`config.mk`:
```
export PLATFORM = sky130hd
export DESIGN_NAME = bcd_seven_seg_mux
export DESIGN_NICKNAME = d
export VERILOG_FILES = /design/src/rtl/display_pkg.sv /design/src/rtl/bcd_to_seven_seg.sv /design/src/rtl/bcd_seven_seg_mux.sv
export SDC_FILE = /design/constraint.sdc
export NUM_CORES = 1
export LEC_CHECK = 0
export BUFFER_PORTS_ARGS = -buffer_cell sky130_fd_sc_hd__clkbuf_2
export CAP_MARGIN = 5
export CORE_ASPECT_RATIO = 0.6
export CORE_UTILIZATION = 25
export DETAILED_ROUTE_END_ITERATION = 8
export PLACE_DENSITY_LB_ADDON = 0.12
export SETUP_SLACK_MARGIN = 0.05
export SYNTH_ARGS = -nofsm -noshare
export SYNTH_HDL_FRONTEND = slang
export SYNTH_HIERARCHICAL = 1
export SYNTH_SLANG_ARGS = --single-unit
```
`constraint.sdc`:
```
create_clock -name clk_i -period 6.4 [get_ports clk_i]
set_clock_uncertainty 0.1 [all_clocks]
set_input_delay 1.28 -clock clk_i [delete_from_list [all_inputs] [get_ports clk_i]]
set_output_delay 1.28 -clock clk_i [all_outputs]
set_load 0.03 [all_outputs]
```
`src/rtl/display_pkg.sv`:
```
// Shared constants and types for the multiplexed four-digit seven-segment display.
// Segment patterns are active-low, ordered {dp,g,f,e,d,c,b,a}.
package display_pkg;

    localparam int NUM_DIGITS = 4;

    typedef logic [7:0] seg_t;

    localparam seg_t SEG_BLANK = 8'hFF;
    localparam seg_t SEG_DASH  = 8'hBF;
    localparam seg_t SEG_0     = 8'hC0;
    localparam seg_t SEG_1     = 8'hF9;
    localparam seg_t SEG_2     = 8'hA4;
    localparam seg_t SEG_3     = 8'hB0;
    localparam seg_t SEG_4     = 8'h99;
    localparam seg_t SEG_5     = 8'h92;
    localparam seg_t SEG_6     = 8'h82;
    localparam seg_t SEG_7     = 8'hF8;
    localparam seg_t SEG_8     = 8'h80;
    localparam seg_t SEG_9     = 8'h90;

endpackage

```
`src/rtl/bcd_to_seven_seg.sv`:
```
// Combinational BCD nibble to active-low seven-segment decoder; non-BCD codes show a dash.
module bcd_to_seven_seg
    import display_pkg::*;
(
    input  logic [3:0] nibble_i,
    output seg_t       seg_o
);

    always_comb begin
        seg_o = SEG_DASH;
        case (nibble_i)
            4'd0:    seg_o = SEG_0;
            4'd1:    seg_o = SEG_1;
            4'd2:    seg_o = SEG_2;
            4'd3:    seg_o = SEG_3;
            4'd4:    seg_o = SEG_4;
            4'd5:    seg_o = SEG_5;
            4'd6:    seg_o = SEG_6;
            4'd7:    seg_o = SEG_7;
            4'd8:    seg_o = SEG_8;
            4'd9:    seg_o = SEG_9;
            default: seg_o = SEG_DASH;
        endcase
    end

endmodule

```
`src/rtl/bcd_seven_seg_mux.sv`:
```
// Time-multiplexed four-digit BCD display driver with prescaled digit scan.
// Optional leading-zero blanking is enabled by defining LEADING_ZERO_BLANK_EN.
module bcd_seven_seg_mux
    import display_pkg::*;
#(
    parameter int REFRESH_DIV = 100000
) (
    input  logic        clk_i,
    input  logic        reset_i,
    input  logic        load_i,
    input  logic [15:0] bcd_i,
    output logic [3:0]  an_o,
    output logic [7:0]  seg_o,
    output logic        err_o
);

    localparam int PRE_W = (REFRESH_DIV > 1) ? $clog2(REFRESH_DIV) : 1;

    logic [PRE_W-1:0] pre_q, pre_d;
    logic [1:0]       idx_q, idx_d;
    logic [15:0]      disp_q, disp_d;
    logic             err_q, err_d;
    logic             terminal;
    logic [3:0]       cur_nib;
    seg_t             dec_seg;
    logic             blank;

    function automatic logic has_invalid(input logic [15:0] v);
        logic bad;
        bad = 1'b0;
        for (int k = 0; k < NUM_DIGITS; k++) begin
            if (v[k*4 +: 4] > 4'd9) bad = 1'b1;
        end
        return bad;
    endfunction

    always_comb begin
        terminal = (pre_q == PRE_W'(REFRESH_DIV - 1));
        pre_d    = terminal ? '0 : pre_q + PRE_W'(1);
        idx_d    = terminal ? idx_q + 2'd1 : idx_q;
        disp_d   = disp_q;
        err_d    = err_q;
        if (load_i) begin
            disp_d = bcd_i;
            err_d  = has_invalid(bcd_i);
        end
    end

    always_ff @(posedge clk_i) begin
        if (reset_i) begin
            pre_q  <= '0;
            idx_q  <= 2'd0;
            disp_q <= 16'h0000;
            err_q  <= 1'b0;
        end else begin
            pre_q  <= pre_d;
            idx_q  <= idx_d;
            disp_q <= disp_d;
            err_q  <= err_d;
        end
    end

    assign cur_nib = disp_q[{idx_q, 2'b00} +: 4];

    bcd_to_seven_seg u_dec (
        .nibble_i (cur_nib),
        .seg_o    (dec_seg)
    );

`ifdef LEADING_ZERO_BLANK_EN
    // Digit k is blank only when it and every more-significant digit are zero.
    always_comb begin
        blank = 1'b0;
        case (idx_q)
            2'd1:    blank = (disp_q[15:4]  == 12'h000);
            2'd2:    blank = (disp_q[15:8]  == 8'h00);
            2'd3:    blank = (disp_q[15:12] == 4'h0);
            default: blank = 1'b0;
        endcase
    end
`else
    assign blank = 1'b0;
`endif

    always_comb begin
        an_o = '1;
        for (int k = 0; k < NUM_DIGITS; k++) begin
            if (idx_q == 2'(k)) an_o[k] = 1'b0;
        end
    end

    assign seg_o = blank ? SEG_BLANK : dec_seg;
    assign err_o = err_q;

endmodule
```
==> results.ini <==
[grt]
grt_pass1_wl_microns=7000
overflow=0
grt_max_degree=23
antenna_found_initial=0
grt_pass1_vias=1302
grt_use_total_pct=11.7

[finish]
diodes=0
layout.cells.non_filler=332
final_cell_mix=36 x nor2_1, 36 x dfxtp_1, 30 x clkbuf_2
multi_input_area_sq_um=1050
n_fill_cell=782
area_growth_pct=19.4
regArea_sq_um=721
finalInstanceArea_sq_um=2240
fin_nets=256
post-route-util_pct=30.8
drive_gt1_share_pct=21.5

[clocking]
clock-sinks=36
path_clk_slew_ns=0.05
clockBufferDepth=2
tritoncts=done
clock_latency_ns=0.28
hold_buffers=0
cts_resized=0
postCtsSetupBuffers=0
cts_made_buffers=5
ctsRootBufferMaster=clkbuf_16
htreeDepth=2

[job]
cap_violations=0

[routing]
drt-wirelength-per-cell_microns=12.5
vias_per_cell=4.28
first_pass_iters=4
drc=0
antenna_left=0
vias=1421
first_iter_violations=59
routed_wl_microns=4160

[yosys]
synth_nets=230
synth_edf_count=0
avgSynthCellArea_sq_um=9.32
synth_seq_area_share_pct=38.5
synthArstFlopShare_pct=0
netlist_instances=201
syn_area_sq_um=1870
synth_warnings=6
synthFlopType=dfxtp_1
synthDistinctLibCells=43
ys_ff_latch=36

[sta]
fin_crit_sh_pct=57.8
finalSetupViolCount=0
slew_viol_final=0
max_freq_mhz=270
slew_headroom_pct=59.1
worst_pin_slew_ns=0.613
hold_viol_final=0
fin_tns_setup_ns=0
rsz0062_at_grt=false
final.min_clock_period_ns=3.70

[floorplan]
start_util_pct=25.8
core_sq_um=7270
boundaryPins=32
die_width_microns=114
dieArea_sq_um=7860
die_h_microns=69.1
row_count=24

[placed_design]
dpl.hpwl_microns=3060
place_congestion=0.692
port_buffers=30
placed_cells=324
dpl-instance-area_sq_um=2090

[worst_setup_path]
worstPathMaxFanout=7
crit_required_ns=5.02
max_stage_delay_ns=0.64
crit_chain=mux4_2, inv_1, ha_1, and3b_1, a21oi_1, clkbuf_2
end_kind=output pin
cp.arrival_ns=2.32
critical_path_class=flip-flop to output pin
slowest_stage=mux4_2
cp-start-kind=flip-flop

[status]
status=completed

[power]
ir_worst_vdd_mv=0.100
leakagePower_uw=0.000937
p_per_area_nw_per_um2=242

[worst_hold_path]
min_path_type=flip-flop to flip-flop

[synthesized netlist by cell type, types with 2 or more instances]
cell	instances	area [sq um]
inv_1	11	41.3
nor2_1	36	135
xnor2_1	7	61.3
ha_1	10	125
nand3_1	6	30.0
a21oi_1	6	30.0
buf_2	4	20.0
o31ai_1	2	15.0
mux2i_1	18	180
clkbuf_1	3	11.3
mux4_2	4	90.1
nor3_1	2	10.0
o21ai_0	6	30.0
and4_1	2	17.5
and3b_1	2	17.5
nor4_1	3	18.8
nand4_1	5	31.3
nand2_1	4	15.0
dfxtp_1	36	721
nor3b_1	2	15.0
buf_4	3	22.5
and3_1	2	12.5
xor2_1	7	61.3
[registers in the layout, indices dropped and copies added (netlist names)]
signal and count:
pre_q 17, err_o 1, disp_q 16, idx_q 2
[final timing paths]
path	to	slack [ns]	cells past startpoint	from
max reg2reg	pre_q[9]	4.49	5	pre_q[0]
min	pre_q[0]	0.39	1	pre_q[0]
max	seg_o[3]	2.70	6	idx_q[0]
min reg2reg	pre_q[0]	0.39	1	pre_q[0]
[cell families after synthesis]
family,after synthesis,share of synthesized area [%]
buf+inv,22,5.67
mux,22,14.4
fa+ha+maj,10,6.68
flops,36,38.5
simple gates,79,22.9
compound gates,17,5.14
other cells,1,0.200
xor+xnor,14,6.54
[critical path, delay by kind of cell (launching register included)]
family / cells / cell delay, ns
adder cells (fa/ha/maj): 1 / 0.25
AO/OA/AOI/OAI: 1 / 0.11
buffers and inverters: 2 / 0.35
flip-flops: 1 / 0.53
multiplexers: 1 / 0.64
AND/OR/NAND/NOR: 1 / 0.16
[final cells by class]
class | count | share of cell area [%]
Clock buffer | 6 | 6.20
Clock inverter | 2 | 0.447
Inverter | 11 | 1.84
Multi-Input combinational cell | 143 | 46.8
Sequential cell | 36 | 32.2
Tap cell | 104 | 5.81
Timing Repair Buffer | 30 | 6.71
[stage by stage]
step,worst slack [ns],total power (uW),hold WS [ns]
floorplan,2.82,284,0.341
global placement,3.03,303,0.364
detailed placement,2.97,302,0.375
CTS,2.67,550,0.388
global route,2.54,567,0.423
finish,2.70,542,0.385
[layer usage]
layer | track usage, % | part of all wire, % | vias to the layer above
met3 | 3.52 | 5.6 | 5
met5 | 0 | 0 | -
li1 | - | - | 742
met4 | 3.90 | 1.1 | 0
met2 | 13.5 | 34 | 30
met1 | 19.1 | 59 | 644
[power by group]
part	switching, uW	leakage [uW]	internal [uW]
clock network	91.5	0.0000766	153
logic	35.9	0.000566	22.8
registers	5.99	0.000294	232
total	133	0.000937	408
Note: power is estimated with default switching activity, not from simulation.
